File: src/rtl/mdu_seq_ctrl.sv
// Iterative shift-add multiplier / restoring divider that publishes a 2*WIDTH result on HI/LO.
// Optional divider datapath: define MDU_SEQ_DIV_EN to build it; otherwise DIVU/DIV complete at once with HI/LO untouched.
module mdu_seq_ctrl #(
    parameter int WIDTH = 32
) (
    input  logic             clk_i,
    input  logic             rst_i,
    input  logic             start_i,
    input  logic [1:0]       op_i,
    input  logic [WIDTH-1:0] src1_i,
    input  logic [WIDTH-1:0] src2_i,
    output logic             busy_o,
    output logic             done_o,
    output logic [WIDTH-1:0] hi_o,
    output logic [WIDTH-1:0] lo_o
);
    localparam int CW = $clog2(WIDTH + 1);

    typedef enum logic [1:0] {S_IDLE, S_RUN, S_DONE} state_e;

    state_e             state_q, state_d;
    logic [CW-1:0]      cnt_q, cnt_d;
    logic [WIDTH-1:0]   opd_q, opd_d;
    logic [2*WIDTH-1:0] acc_q, acc_d;
    logic               neg_lo_q, neg_lo_d;
    logic               busy_q, busy_d;
    logic               done_q, done_d;
    logic [WIDTH-1:0]   hi_q, hi_d, lo_q, lo_d;

    logic               s1_neg, s2_neg, last_iter;
    logic [WIDTH-1:0]   mag1, mag2;
    logic [WIDTH:0]     mul_sum;
    logic [2*WIDTH-1:0] step, prod_fix;
`ifdef MDU_SEQ_DIV_EN
    logic               is_div_q, is_div_d;
    logic               neg_hi_q, neg_hi_d;
    logic [WIDTH:0]     div_rs;
    logic [WIDTH+1:0]   div_diff;
    logic [WIDTH-1:0]   quo_fix, rem_fix;
`endif

    assign s1_neg    = op_i[0] & src1_i[WIDTH-1];
    assign s2_neg    = op_i[0] & src2_i[WIDTH-1];
    assign mag1      = s1_neg ? -src1_i : src1_i;
    assign mag2      = s2_neg ? -src2_i : src2_i;
    assign last_iter = (cnt_q == CW'(WIDTH - 1));

    // One iteration of the active algorithm, plus its sign-corrected form for the final step.
    always_comb begin
        mul_sum = {1'b0, acc_q[2*WIDTH-1:WIDTH]} + (acc_q[0] ? {1'b0, opd_q} : '0);
        step    = {mul_sum, acc_q[WIDTH-1:1]};
`ifdef MDU_SEQ_DIV_EN
        div_rs   = {acc_q[2*WIDTH-1:WIDTH], acc_q[WIDTH-1]};
        div_diff = {1'b0, div_rs} - {2'b00, opd_q};
        if (is_div_q) begin
            if (!div_diff[WIDTH+1])
                step = {div_diff[WIDTH-1:0], acc_q[WIDTH-2:0], 1'b1};
            else
                step = {div_rs[WIDTH-1:0], acc_q[WIDTH-2:0], 1'b0};
        end
        quo_fix = neg_lo_q ? -step[WIDTH-1:0] : step[WIDTH-1:0];
        rem_fix = neg_hi_q ? -step[2*WIDTH-1:WIDTH] : step[2*WIDTH-1:WIDTH];
`endif
        prod_fix = neg_lo_q ? -step : step;
    end

    always_ff @(posedge clk_i) begin
        if (rst_i) state_q <= S_IDLE;
        else       state_q <= state_d;
    end

    always_comb begin
        state_d = state_q;
        case (state_q)
            S_IDLE: begin
                if (start_i) begin
`ifdef MDU_SEQ_DIV_EN
                    state_d = S_RUN;
`else
                    state_d = op_i[1] ? S_DONE : S_RUN;
`endif
                end
            end
            S_RUN:   if (last_iter) state_d = S_DONE;
            default: state_d = S_IDLE;
        endcase
    end

    always_comb begin
        cnt_d    = cnt_q;
        opd_d    = opd_q;
        acc_d    = acc_q;
        neg_lo_d = neg_lo_q;
        hi_d     = hi_q;
        lo_d     = lo_q;
        done_d   = 1'b0;
        busy_d   = (state_d != S_IDLE);
`ifdef MDU_SEQ_DIV_EN
        is_div_d = is_div_q;
        neg_hi_d = neg_hi_q;
`endif
        case (state_q)
            S_IDLE: begin
                if (start_i) begin
                    cnt_d = '0;
`ifdef MDU_SEQ_DIV_EN
                    is_div_d = op_i[1];
                    neg_hi_d = s1_neg;
                    if (op_i[1]) begin
                        // Division by zero keeps the quotient all ones: only the remainder is sign-corrected.
                        acc_d    = {{WIDTH{1'b0}}, mag1};
                        opd_d    = mag2;
                        neg_lo_d = (s1_neg ^ s2_neg) & (|src2_i);
                    end else
`endif
                    begin
                        acc_d    = {{WIDTH{1'b0}}, mag2};
                        opd_d    = mag1;
                        neg_lo_d = s1_neg ^ s2_neg;
                    end
`ifndef MDU_SEQ_DIV_EN
                    done_d = op_i[1];
`endif
                end
            end
            S_RUN: begin
                cnt_d = cnt_q + 1'b1;
                acc_d = step;
                if (last_iter) begin
                    done_d = 1'b1;
`ifdef MDU_SEQ_DIV_EN
                    if (is_div_q) {hi_d, lo_d} = {rem_fix, quo_fix};
                    else
`endif
                    {hi_d, lo_d} = prod_fix;
                end
            end
            default: ;
        endcase
    end

    always_ff @(posedge clk_i) begin
        if (rst_i) begin
            cnt_q    <= '0;
            opd_q    <= '0;
            acc_q    <= '0;
            neg_lo_q <= 1'b0;
            busy_q   <= 1'b0;
            done_q   <= 1'b0;
            hi_q     <= '0;
            lo_q     <= '0;
`ifdef MDU_SEQ_DIV_EN
            is_div_q <= 1'b0;
            neg_hi_q <= 1'b0;
`endif
        end else begin
            cnt_q    <= cnt_d;
            opd_q    <= opd_d;
            acc_q    <= acc_d;
            neg_lo_q <= neg_lo_d;
            busy_q   <= busy_d;
            done_q   <= done_d;
            hi_q     <= hi_d;
            lo_q     <= lo_d;
`ifdef MDU_SEQ_DIV_EN
            is_div_q <= is_div_d;
            neg_hi_q <= neg_hi_d;
`endif
        end
    end

    assign busy_o = busy_q;
    assign done_o = done_q;
    assign hi_o   = hi_q;
    assign lo_o   = lo_q;
endmodule
File: config.mk
export PLATFORM = sky130hd
export DESIGN_NAME = mdu_seq_ctrl
export DESIGN_NICKNAME = d
export VERILOG_FILES = /design/src/rtl/mdu_seq_ctrl.sv
export SDC_FILE = /design/constraint.sdc
export NUM_CORES = 1
export LEC_CHECK = 0
export ABC_CLOCK_PERIOD_IN_PS = 5800
export BUFFER_PORTS_ARGS = -buffer_cell sky130_fd_sc_hd__buf_2
export CORE_MARGIN = 2
export CORE_UTILIZATION = 50
export DETAILED_ROUTE_END_ITERATION = 10
export PLACE_DENSITY_LB_ADDON = 0.05
export SLEW_MARGIN = 25
export SYNTH_ARGS = -nofsm -noshare
export SYNTH_HDL_FRONTEND = slang
export SYNTH_SLANG_ARGS = --single-unit
export TNS_END_PERCENT = 5
File: constraint.sdc
create_clock -name clk_i -period 5.8 [get_ports clk_i]
set_clock_uncertainty 0.15 [all_clocks]
set_input_delay 0.87 -clock clk_i [delete_from_list [all_inputs] [get_ports clk_i]]
set_output_delay 0.87 -clock clk_i [all_outputs]
set_load 0.05 [all_outputs]
Yosys cells after proc, flatten, opt, wreduce, memory -nomap -nowiden. Cells that the tools add are included.

$add $sub $neg: 5. Equal/unequal tests: 3. Multiplexer cells: 15. Bitwise gates (word level): 3. Reductions and logical operators: 6.

Operators with widths (number): $mux W64 (2); $pmux W64 S2 (1); $mux W32 (3); $neg A32 Y32 (2); $neg A64 Y64 (1); $add A32 B32 Y33 (1); $pmux W6 S2 (1); $add A6 B1 Y6 const B (1); $eq A6 B5 Y1 const B (1); $mux W2 (3); $mux W6 (1); $reduce_and A2 Y1 (3); $pmux W2 S2 (1); $reduce_bool A2 Y1 (2); $and A1 B1 Y1 (2); $eq A2 B1 Y1 const B (1); $logic_not A2 Y1 (1); $mux W1 (2); $ne A2 B2 Y1 const B (1); $pmux W1 S2 (1); $xor A1 B1 Y1 (1).

Register bits: 171. Output and inout bits: 66.

Longest topological paths before layout. Gate-level depths: netlist of run 1.

Depth in word-level cells: 4. Gate-level depth with buffers: 16. Mapped depth without buffers: 13.

Worst setup path before layout of run 1. No wires, ideal clock.

Path type: reg2reg. From: reg acc_q[0]. To: reg hi_q[31] (netlist: hi_o[31]). Data arrival time: 4088 ps. Required time: 5520 ps. Path slack: 1432 ps. Cell stages (with the launch flop): 16. Path through: dfxtp_1 > clkbuf_1 > and2_1 > ha_1 > fa_1 > a211o_1 > a21o_1 > o21a_1 > or3_1 > a211o_2 > or4b_1 > buf_2 > or3_4 > nor4_2 > mux2i_1 > nor3_2.

Cells in the longest elaborated chain, start to end: 4.

Ends and longest elaborated chain: start: declaration (line 24) `logic [2*WIDTH-1:0] acc_q, acc_d;`; start signal: assignment (line 146) `acc_q <= '0;`; start signal: assignment (line 159) `acc_q <= acc_d;`; $mux W32 * (line 50) `mul_sum = {1'b0, acc_q[2*WIDTH-1:WIDTH]} + (acc_q[0] ? {1'b0, opd_q} : '0);`; $add A32 B32 Y33 * (line 50); $neg A64 Y64 (line 64) `prod_fix = neg_lo_q ? -step : step;`; $mux W64 * (line 64); end signal: assignment (line 163) `hi_q <= hi_d;`; end: declaration (line 28) `logic [WIDTH-1:0] hi_q, hi_d, lo_q, lo_d;`.

Mark *: on every way between the ends. The rest lies on a longest branch, timed or not. A chain may end at the register's enable or synchronous reset.

Worst setup path in the final report of run 1.
From: reg acc_q[0]. To: reg hi_q[26] (netlist: hi_o[26]).

The elaborated chain is that of the path after synthesis.

==> impl_metrics.py, run 1 <==
metrics = {
    "drt": {
        "wire_per_inst_um": 18.6,
        "vias": 10600,
        "final_antenna_net_count": 0,
        "vias_per_cell": 6.07,
        "drtIter0Drc": 910,
        "drc_errors": 0,
        "firstDrtPassIters": 8,
        "routed_wl_um": 32400,
    },
    "pwr": {
        "clkPwrFrac_pct": 39.0,
        "power_frac_comb_pct": 17.4,
        "power.switching_mw": 0.887,
        "ir_drop_mv": 0.189,
        "p_seq_share_pct": 43.6,
        "sw_frac_of_total_pct": 30.5,
        "internal_power_mw": 2.02,
        "p_leak_nw": 4.85,
        "p_per_area_nw_per_um2": 236,
    },
    "yosys": {
        "syn-instance-count": 1373,
        "yosysUniqueCellTypes": 81,
        "ys_ff_latch": 171,
        "syn_area_um2": 11000,
        "yosysSeqAreaShare_pct": 31.1,
        "synthTopCellsByArea": "dfxtp_1 31%, nor2_1 6.8%, xor2_1 6.2%, a211oi_1 5.3%, ha_1 4.1%",
        "syn_avg_cell_area_um2": 8.02,
        "synth.top_cell.area_share_pct": 31.1,
        "synthArstFlopShare_pct": 0,
        "synth_nets": 1479,
        "synth-edff-count": 0,
        "yosysTopAreaCell": "dfxtp_1",
        "ys.flop_type": "dfxtp_1",
        "yosys_warnings": 0,
    },
    "cts": {
        "clock-root-buffer": "clkbuf_16",
        "clockBufferDepth": 2,
        "ctsResizeCount": 0,
        "postCtsHoldBufs": 0,
        "htree_levels": 4,
        "cts.sinks": 171,
        "cts_buffers": 17,
        "clock_latency_ps": 430,
        "cts_setup_buffers": 0,
        "cts_tree": "yes",
        "cts.reportedPaths.clkPinSlew_ps": 70,
    },
    "critical_path": {
        "crit_chain": "and2_1, ha_1, fa_1, a211o_1, a21o_1, o21ai_0, a22oi_1, xnor2_1, or4b_1, nor3_1, a41oi_1, xnor2_1, a211oi_1",
        "r2r_setup_slack_ps": 710,
        "end_kind": "flip-flop",
        "crit_arrival_ps": 5280,
        "regToRegEndpoint": "hi_o[26]",
        "worstSetupStartpointType": "flip-flop",
        "crit_fanout": 33,
        "critPathLaunch": "acc_q[0]",
        "critPathKind": "reg -> reg",
        "required_ps": 5990,
        "cpMostUsedCell": "xnor2_1",
        "r2r_start": "acc_q[0]",
        "ff2ff_path_depth": 13,
        "critPathMaxStageDelay_ps": 620,
        "slowest_stage": "or4b_1",
    },
    "timing": {
        "rsz0062_at_grt": "false",
        "fin_crit_ps": 5090,
        "maxSlewHeadroom_pct": 33.4,
        "period_share_pct": 87.8,
        "hold_violations": 0,
        "setup_tns_ps": 0,
        "final-setup-viol-count": 0,
        "max_freq_mhz": 196,
        "tightest_slew_ps": 999,
        "slew_viol_final": 0,
    },
    "global_route": {
        "grt.total_usage_pct": 27.6,
        "antenna_found_initial": 3,
        "grt_pass1_vias": 9873,
        "grt-ovfl-total": 0,
        "grt_max_degree": 95,
        "grt_pass1_wl_um": 52600,
    },
    "floorplan": {
        "io_pins": 135,
        "dieArea_um2": 23200,
        "initial_core_util_pct": 50.6,
        "fp.dieW_um": 152,
        "rows": 54,
        "coreArea_um2": 21800,
        "fp.dieH_um": 152,
    },
    "place": {
        "dp_hpwl_um": 23900,
        "gp_congestion": 0.923,
        "placed_cell_area_um2": 11700,
        "portBuffers": 134,
    },
    "cells_and_area": {
        "final_area_um2": 12300,
        "area_growth_pct": 11.9,
        "drive_gt1_share_pct": 14.9,
        "nets": 1553,
        "fillers": 2100,
    },
    "min_path": {
        "min_from": "hi_o[2]",
        "whs_path_depth": 2,
        "min_to": "hi_o[2]",
        "holdCritPathClass": "reg -> reg",
    },
    "run": {
        "maxCapViolations": 0,
    },
    "run_status": {
        "status": "complete, no violations",
    },
}
## Yosys cell counts (7+ instances only)
cell type,number
xor2_1,78
a211oi_1,78
nor2_1,200
ha_1,36
clkbuf_1,72
nor4_1,8
o211ai_1,7
and2_1,44
a311oi_1,7
a21o_1,15
nand3_1,17
or3_1,25
a21oi_1,85
a222oi_1,30
xnor2_1,48
o21ai_0,60
nand4_1,8
nor3_1,34
dfxtp_1,171
o41ai_1,19
inv_1,22
or2_2,11
or4_1,15
nor3b_1,7
a211o_1,9
nand2_1,97
mux2i_1,7
a22oi_1,36
o31ai_1,20
## sequential cells by signal, indices dropped and copies added, names as in the netlist
signal	flops
neg_lo_q	1
state_q	2
done_o	1
busy_o	1
lo_o	32
acc_q	64
cnt_q	6
hi_o	32
opd_q	32
## per-stage QoR
step / hold slack [ps] / util [%] / power (mW) / setup slack, ps / std cells
6_report: 296 / 56.6 / 2.91 / 707 / 1742
2_1_floorplan: 282 / - / 1.64 / 1430 / 1373
5_1_grt: 322 / 56.6 / 3.04 / 315 / 1741
3_3_place_gp: 289 / 54.0 / 1.79 / 946 / 1708
3_5_place_dp: 292 / 54.0 / 1.79 / 828 / 1708
4_1_cts: 301 / 56.6 / 2.93 / 802 / 1740
## power by group through the flow
stage / clock (mW) / sequential [mW] / combinational (mW)
after detailed placement: 0 / 1.29 / 0.500
after floorplan: 0 / 1.28 / 0.365
after global routing: 1.21 / 1.28 / 0.557
after global placement: 0 / 1.29 / 0.497
final: 1.14 / 1.27 / 0.505
after CTS: 1.16 / 1.27 / 0.503
## worst max path at each step
stage	end	slack [ps]	cells past startpoint
6_report	hi_o[26]	710	13
3_3_place_gp	hi_o[27]	950	12
3_5_place_dp	hi_o[26]	830	12
5_1_grt	hi_o[26]	320	12
2_1_floorplan	hi_o[31]	1430	15
4_1_cts	hi_o[26]	800	12
## final cells by class
type | instances | area, um2 | share of cell area [%]
Multi-Input combinational cell | 1090 | 7120 | 57.8
Sequential cell | 171 | 3420 | 27.8
Timing Repair Buffer | 145 | 756 | 6.13
Clock buffer | 19 | 443 | 3.59
Tap cell | 280 | 350 | 2.84
Clock inverter | 13 | 138 | 1.12
Inverter | 22 | 82.6 | 0.670
Antenna cell | 2 | 5.00 | 0.0406
## per-layer routing
layer	part of all wire, %	GRT usage (%)
met1	45	37.1
met2	46	45.0
met3	5.5	4.52
met4	2.8	9.52
met5	0.040	0
## cell families after synthesis
logic type / after synthesis / synth area share [%]
DFF: 171 / 31.1
AOI/OAI and AO/OA: 410 / 26.6
adders and majority gates: 37 / 4.27
muxes: 8 / 0.738
and+or+nand+nor: 509 / 22.8
xor gates and xnor gates: 126 / 10.0
buffers and inverters: 112 / 4.50
## cell usage in the layout (no fill, tap or decap), types with 9 or more instances in the layout
| cell | instances |
|---|---|
| a211oi_1 | 78 |
| clkbuf_16 | 17 |
| xnor2_1 | 48 |
| a222oi_1 | 30 |
| or3_1 | 25 |
| a22oi_1 | 36 |
| a21o_1 | 15 |
| xor2_1 | 78 |
| buf_4 | 12 |
| nor3_1 | 34 |
| dfxtp_1 | 170 |
| inv_1 | 22 |
| ha_1 | 36 |
| o21ai_0 | 60 |
| and2_1 | 43 |
| a21oi_1 | 85 |
| or2_2 | 11 |
| o41ai_1 | 19 |
| a211o_1 | 9 |
| nor2_1 | 199 |
| buf_2 | 133 |
| or4_1 | 15 |
| nand2_1 | 97 |
| o31ai_1 | 20 |
| nand3_1 | 17 |
## critical path: cells and delay by family, from the launching register on
family / cells / cell delay, ps
adders and majority gates: 2 / 630
DFF: 1 / 550
AOI/OAI and AO/OA: 6 / 1710
and+or+nand+nor: 3 / 1440
xor gates and xnor gates: 2 / 510
No activity file was read; power rests on OpenSTA's default activity.
==> inputs of run 2 (changes only) <==
CORE_ASPECT_RATIO = 0.75   (was default)
CTS_CLUSTER_DIAMETER = 40   (was default)
==> run 2 against run 1 <==
Compared with the run above:
- register-to-register slack got worse by 80 ps
- core utilization up 1.2 points
- largest cell class unchanged
- cell count rose by 0.40%
- critical path depth is 1 lower
- sequential share of layout area fell by 0.062 points
- power up 0.79%
- first-iteration DRC count increased by 13%
- count of clock-buffer cells in the layout down 1
- clock power about the same
- non-clock buffer count rose by 1
==> impl_metrics.py, run 2 (synthesized netlist as in run 1, its figures left out) <==
metrics = {
    "cells_and_area": {
        "regMostFlops": "acc_q",
        "most-common-layout-cells": "199 x nor2_1, 170 x dfxtp_1, 133 x buf_2, 97 x nand2_1, 85 x a21oi_1",
        "final_area_um2": 12400,
        "layout.cells.most_common": "nor2_1",
        "num_antenna_cells": 0,
        "largest_reg_flops": 64,
        "area_growth_pct": 12.1,
        "nets": 1554,
        "drive_gt1_share_pct": 15.0,
    },
    "timing": {
        "rsz0062_at_grt": "false",
        "tightest_slew_ps": 958,
        "hold_violations": 0,
        "period_share_pct": 89.2,
        "maxSlewHeadroom_pct": 35.6,
        "max_freq_mhz": 193,
        "setup_tns_ps": 0,
        "slew_viol_final": 0,
        "fin_crit_ps": 5170,
        "final-setup-viol-count": 0,
    },
    "cts": {
        "ctsResizeCount": 0,
        "clockBufferDepth": 2,
        "cts_buffers": 17,
        "cts.reportedPaths.clkPinSlew_ps": 70,
        "postCtsHoldBufs": 0,
        "cts_tree": "yes",
        "htree_levels": 4,
        "cts_setup_buffers": 0,
        "clock_latency_ps": 450,
        "clock-root-buffer": "clkbuf_16",
        "cts.sinks": 171,
    },
    "critical_path": {
        "required_ps": 6000,
        "crit_arrival_ps": 5370,
        "r2r_setup_slack_ps": 630,
        "critPathKind": "reg -> reg",
        "end_kind": "flip-flop",
        "worstSetupStartpointType": "flip-flop",
        "crit_fanout": 33,
    },
    "place": {
        "portBuffers": 134,
        "gp_congestion": 0.955,
        "dp_hpwl_um": 23400,
        "placed_cell_area_um2": 11800,
    },
    "min_path": {
        "holdCritPathClass": "reg -> reg",
    },
    "drt": {
        "drc_errors": 0,
        "drtIter0Drc": 1028,
        "wire_per_inst_um": 17.9,
        "final_antenna_net_count": 0,
        "vias": 10500,
        "firstDrtPassIters": 8,
        "routed_wl_um": 31300,
        "vias_per_cell": 6.00,
    },
    "pwr": {
        "total_power_mw": 2.93,
        "ir_drop_mv": 0.199,
        "p_leak_nw": 4.87,
        "p_per_area_nw_per_um2": 238,
    },
    "global_route": {
        "grt-ovfl-total": 0,
        "grt_max_degree": 82,
        "grt_pass1_vias": 9044,
        "grt_pass1_wl_um": 49900,
        "grt.total_usage_pct": 26.5,
        "antenna_found_initial": 0,
    },
    "floorplan": {
        "fp.dieH_um": 133,
        "initial_core_util_pct": 51.6,
        "io_pins": 135,
        "coreArea_um2": 21400,
        "dieArea_um2": 23200,
        "rows": 46,
        "fp.dieW_um": 175,
    },
    "run_status": {
        "status": "complete, no violations",
    },
    "run": {
        "maxCapViolations": 0,
    },
}
## run 2: cell types whose count changed in the layout (fill, tap and decap cells not counted)
cell,delta
clkinvlp_4,-1
a2111oi_0,-1
clkinv_4,-1
inv_8,+3
diode_2,-2
clkbuf_1,-1
a2111oi_1,+1
buf_4,+1
## run 2: final cells by class
| class | count | area [um2] |
|---|---|---|
| inverters | 22 | 82.6 |
| multi-input cells | 1090 | 7130 |
| fillers | 2077 | 9000 |
| well taps | 288 | 360 |
| repair buffers | 146 | 763 |
| clock buffers | 18 | 439 |
| flip-flops and latches | 171 | 3420 |
| clock inverters | 14 | 155 |
## run 2: worst paths after layout
| kind | start | to | cells after the start |
|---|---|---|---|
| setup reg to reg | acc_q[0] | hi_o[26] | 12 |
| hold / removal | hi_o[16] | hi_o[16] | 2 |
| hold reg to reg | hi_o[16] | hi_o[16] | 2 |
| setup / recovery | acc_q[0] | hi_o[26] | 12 |
## run 2: where the power goes
part / internal (mW) / switching [mW]
registers: 1.22 / 0.0519
clock network: 0.622 / 0.539
logic: 0.191 / 0.312
total: 2.03 / 0.903
## run 2: metrics by stage
step	worst slack [ps]	cells	utilization [%]	hold WS, ps
global placement	852	1717	55.1	286
floorplan	1430	1373	-	282
global route	217	1749	57.8	313
finish	626	1749	57.8	297
CTS	690	1749	57.8	300
detailed placement	741	1717	55.1	292
## run 2: worst max-delay path, stage by stage, from the launching register on
cell	delay, ps
dfxtp_1	820
and2_1	230
ha_1	290
a21oi_1	390
o211ai_1	250
a211oi_2	560
xnor2_1	270
a211o_2	370
or4b_1	630
nor3_1	510
a41oi_1	220
xnor2_1	160
a211oi_1	230
## run 2: layer usage
metal | track usage, % | part of all wire [%] | vias up
met2 | 34.6 | 38 | 366
met5 | 0 | 0 | -
met4 | 4.58 | 0.84 | 0
met3 | 5.20 | 6.9 | 21
met1 | 43.9 | 54 | 4882
li1 | - | - | 5222
